**src/rtl/bitser_pkg.sv**
```systemverilog
// Shared types and constants for the bit-serial operand path.
// Latency: n/a (declarations only).
// Backpressure: n/a.
package bitser_pkg;

    localparam int DEFAULT_W = 8;

    typedef enum logic {
        IDLE  = 1'b0,
        SHIFT = 1'b1
    } state_t;

endpackage

```
**src/rtl/piso_shift.sv**
```systemverilog
// W-bit parallel-in serial-out register, shifts right and presents the LSB.
// Latency: loaded word's bit 0 appears the cycle after load, one bit per shift.
// Backpressure: none; the parent decides when to load and shift.
module piso_shift #(
    parameter int W = 8
) (
    input  logic         clk,
    input  logic         rst_n,
    input  logic         load,
    input  logic         shift,
    input  logic [W-1:0] din,
    output logic         dout
);

    logic [W-1:0] sreg;

    // Load has priority over shift; zeros fill from the top so the register
    // drains to all-zero after the last bit, which keeps the idle output at 0.
    always_ff @(posedge clk) begin
        if (!rst_n) begin
            sreg <= '0;
        end else if (load) begin
            sreg <= din;
        end else if (shift) begin
            sreg <= {1'b0, sreg[W-1:1]};
        end
    end

    assign dout = sreg[0];

endmodule

```
**src/rtl/operand_serializer.sv**
```systemverilog
// Serializes an accepted A/B operand pair LSB first, with sync marking bit 0.
// Latency: bit 0 is on a/b one cycle after acceptance; W cycles per word.
// Backpressure: in_ready low while shifting (optionally high on the last bit
// when OPERAND_SERIALIZER_B2B_EN is defined, allowing gapless words).
module operand_serializer
    import bitser_pkg::*;
#(
    parameter int W = DEFAULT_W
) (
    input  logic         clk,
    input  logic         rst_n,
    input  logic         in_valid,
    output logic         in_ready,
    input  logic [W-1:0] in_a,
    input  logic [W-1:0] in_b,
    output logic         a,
    output logic         b,
    output logic         sync
);

    localparam int CW = $clog2(W);
    localparam logic [CW-1:0] LAST = CW'(W - 1);

`ifdef OPERAND_SERIALIZER_B2B_EN
    localparam logic B2B = 1'b1;
`else
    localparam logic B2B = 1'b0;
`endif

    state_t        state, state_nxt;
    logic [CW-1:0] cnt, cnt_nxt;
    logic          accept;
    logic          last_bit;
    logic          sync_q;

    // State and bit counter registers.
    always_ff @(posedge clk) begin
        if (!rst_n) begin
            state <= IDLE;
            cnt   <= '0;
        end else begin
            state <= state_nxt;
            cnt   <= cnt_nxt;
        end
    end

    // Next state, bit count and handshake; ready is forced low during reset.
    always_comb begin
        state_nxt = state;
        cnt_nxt   = cnt;
        last_bit  = (state == SHIFT) && (cnt == LAST);
        in_ready  = 1'b0;
        if (rst_n) begin
            in_ready = (state == IDLE) || (B2B && last_bit);
        end
        accept = in_valid && in_ready;

        case (state)
            IDLE: begin
                if (accept) begin
                    state_nxt = SHIFT;
                    cnt_nxt   = '0;
                end
            end
            SHIFT: begin
                if (last_bit) begin
                    state_nxt = accept ? SHIFT : IDLE;
                    cnt_nxt   = '0;
                end else begin
                    cnt_nxt = cnt + CW'(1);
                end
            end
            default: begin
                state_nxt = IDLE;
                cnt_nxt   = '0;
            end
        endcase
    end

    // Bit-0 marker: registered copy of the acceptance strobe.
    always_ff @(posedge clk) begin
        if (!rst_n) begin
            sync_q <= 1'b0;
        end else begin
            sync_q <= accept;
        end
    end

    piso_shift #(.W(W)) u_shift_a (
        .clk   (clk),
        .rst_n (rst_n),
        .load  (accept),
        .shift (state == SHIFT),
        .din   (in_a),
        .dout  (a)
    );

    piso_shift #(.W(W)) u_shift_b (
        .clk   (clk),
        .rst_n (rst_n),
        .load  (accept),
        .shift (state == SHIFT),
        .din   (in_b),
        .dout  (b)
    );

    assign sync = sync_q;

endmodule

```
**config.mk**
```make
export PLATFORM = sky130hd
export DESIGN_NAME = operand_serializer
export DESIGN_NICKNAME = d
export VERILOG_FILES = /design/src/rtl/bitser_pkg.sv /design/src/rtl/piso_shift.sv /design/src/rtl/operand_serializer.sv
export SDC_FILE = /design/constraint.sdc
export NUM_CORES = 1
export LEC_CHECK = 0
export CORE_ASPECT_RATIO = 1.25
export CORE_UTILIZATION = 50
export CTS_BUF_LIST = sky130_fd_sc_hd__clkbuf_4 sky130_fd_sc_hd__clkbuf_8
export CTS_CLUSTER_DIAMETER = 150
export DETAILED_ROUTE_END_ITERATION = 10
export PLACE_DENSITY = 0.79
export SLEW_MARGIN = 20
export SYNTH_ARGS = -nofsm -noshare
export SYNTH_HDL_FRONTEND = slang
export SYNTH_HIERARCHICAL = 1
export SYNTH_SLANG_ARGS = --single-unit
```
**constraint.sdc**
```tcl
create_clock -name clk -period 4.3 [get_ports clk]
set_input_delay 1.29 -clock clk [delete_from_list [all_inputs] [get_ports clk]]
set_output_delay 1.29 -clock clk [all_outputs]
set_load 0.05 [all_outputs]
```
==> metrics.md <==
| Metric | Value |
|---|---|
| Hold-fix buffers at CTS | `0` |
| Worst min-delay path category | `flip-flop to flip-flop` |
| Hold Fails Final Rpt | `0` |
| CTS root buf | `clkbuf_4` |
| Total Routing Usage GR | `roughly 18%` |
| Worst Setup End Kind | `output port` |
| Post-CTS Resized | `0` |
| Via count | `slightly above 700` |
| Setup Buffers After CTS | `0` |
| Largest net degree at the start of global routing | `24` |
| Routed wire per std cell | `13.7 um` |
| Layout area overhead | `24.7%` |
| Endpoints failing setup | `0` |
| Final WS setup | `around 0.89 ns` |
| Crit path max fanout | `3` |
| RSZ-0062 raised after global routing | `no` |
| H-tree depth | `1` |
| Required time worst endpoint | `approximately 3 ns` |
| DR vias/cell | `5.42` |
| CP max-delay cell | `clkdlybuf4s50_1` |
| Clock Skew | `0.0131 ns` |
| First-pass GRT wire length | `about 3000 um` |
| CTS max path bufs | `2` |
| Status | `finished, violations left` |
| Syn_nets | `112` |
| GRT overflow | `0` |
| DRT antenna net count | `0` |
| Core ar. | `2000 sq um` |
| Startpoint types | `input port` |
| Initial Utilization | `a little over half` |
| Setup TNS | `0 ns` |
| Final wirelength | `1840 um` |
| Pins Over Slew Limit | `0` |
| Clk sinks | `21` |
| Yosys reg bits | `21` |
| Iter 0 DRT Violations | `15` |
| Synth cell types | `18` |
| Crit Path Category | `input port to output port` |
| Fmax | `approximately 290 MHz` |
| Worst slack, placed | `0.881 ns` |
| Violated checks | `DRC` |
| Slew at the pin closest to its max-slew limit | `0.698 ns` |
| Ant diodes | `0` |
| Clock-pin slew on the worst setup and hold paths | `0.12 ns` |
| Max incr delay on CP | `0.46 ns` |
| Die span in x | `about 43 um` |
| Cell Pwr Density | `302 nW/um^2` |
| Placer's final routability congestion estimate | `0.658` |
| Fin crit share | `about four fifths` |
| Crit path time final | `approximately 3.4 ns` |
| CP cell instances | `clkdlybuf4s50_1 > nor2b_2 > buf_12` |
| Worst-case vdd ir drop | `between 0.2 and 0.3 mV` |
| Met1 GRT Util | `21.4%` |
| P_leak | `0.678 nW` |
| # rows | `18` |
| Initial antenna violation count | `0` |
| Nets@finish | `~140` |
| Die Y | `53.8 um` |
| Arr. time, crit path | `2.12 ns` |
| Synthesized area per cell | `between 10 and 15 sq um` |
| Met2 GRT Util | `30.3%` |
| Dpl hpwl | `1260 um` |
| Gate Count Post-Synth | `91` |
| I/O pins | `23` |
| Met3 usage | `about 2%` |
| Max_slew headroom | `53.5%` |
| Final std cells w/o fill | `134` |
| Vias in the first global route | `721` |
| Commonest cells after routing, fill and taps aside | `21 x dfxtp_1, 21 x clkdlybuf4s50_1, 17 x nand2b_1` |
| Die area | `2330 sq um` |
| Synthesized cell area | `1070 sq um` |
| Max Cap Violations | `0` |
| Seq/Total Area, Yosys | `39.2%` |
| Clk Latency, worst-skew pair | `0.31 ns` |
| CTS tree | `built` |
| Drt pass-1 iters | `7` |
| GR peak layer | `met2` |
| Share of layout cells above drive strength 1 | `20.2%` |
| Residual DRC count | `2` |
| Yosys warns | `6` |
| IO Port Bufs | `22` |
| Post-Place Cells | `130` |
| CTS Buf Count | `3` |
-- layer usage --
layer,wire (um),vias up
met5,0,-
met4,34,0
met3,55,4
met2,903,13
met1,848,336
li1,-,373
-- critical path: cells and delay by family --
family | cells | cell delay, ns
and+or+nand+nor | 1 | 0.21
buffers and inverters | 2 | 0.62
-- cells by family (layout without fill, tap and decap cells) --
group	Yosys count	in the layout	synth area share [%]
muxes	14	14	19.6
DFF	21	21	39.2
buffers and inverters	6	29	3.73
AOI/OAI and AO/OA	19	19	16.5
adders and majority gates	2	2	2.33
and+or+nand+nor	29	29	18.7
-- worst paths after layout --
check	startpoint	end	slack (ns)	cells after the start
max	rst_n	in_ready	0.89	3
min	cnt[2]	cnt[2]	0.50	2
max reg2reg	state	u_shift_a/sreg[4]	2.57	5
min reg2reg	cnt[2]	cnt[2]	0.50	2
-- cell type report --
| type | count | area (sq um) |
|---|---|---|
| fill | 172 | 667 |
| clock inverter | 1 | 5.00 |
| timing repair buffer | 25 | 253 |
| multi-input combinational | 64 | 612 |
| sequential | 21 | 420 |
| tap | 20 | 25.0 |
| clock buffer | 3 | 22.5 |
-- sequential cells by signal, summed over array words and instances, names as in the netlist --
name            cells
state               1
u_shift_b/sreg      8
u_shift_a/sreg      8
cnt                 3
sync                1
-- cells in the mapped netlist --
master / number / area [sq um]
a31o_1: 1 / 8.76
buf_1: 2 / 7.51
and4bb_1: 1 / 12.5
nand2_1: 3 / 11.3
dfxtp_1: 21 / 420
ha_1: 2 / 25.0
nand4bb_1: 2 / 22.5
or3b_1: 2 / 17.5
buf_2: 2 / 10.0
and2_1: 2 / 12.5
o21ai_1: 1 / 5.00
o211a_1: 14 / 140
buf_6: 2 / 22.5
nand2b_1: 17 / 106
a21boi_1: 3 / 22.5
mux2_4: 14 / 210
nor2b_2: 1 / 8.76
nand4b_1: 1 / 8.76
-- where the power goes --
part,switching [mW],total (mW),internal (mW)
clock,0.0597,0.0944,0.0347
combinational,0.0374,0.0938,0.0563
sequential,0.00734,0.215,0.208
total,0.104,0.404,0.299
-- metrics by stage --
| step | power (mW) | hold WS [ns] | util [%] | area, sq um |
|---|---|---|---|---|
| after floorplan | 0.283 | 0.464 | - | 1070 |
| after global placement | 0.311 | 0.472 | 65.4 | 1310 |
| after detailed placement | 0.314 | 0.484 | 65.4 | 1310 |
| after CTS | 0.409 | 0.503 | 66.7 | 1340 |
| after global routing | 0.422 | 0.510 | 66.7 | 1340 |
| final | 0.404 | 0.503 | 66.7 | 1340 |
Note: power is estimated with default switching activity, not from simulation.
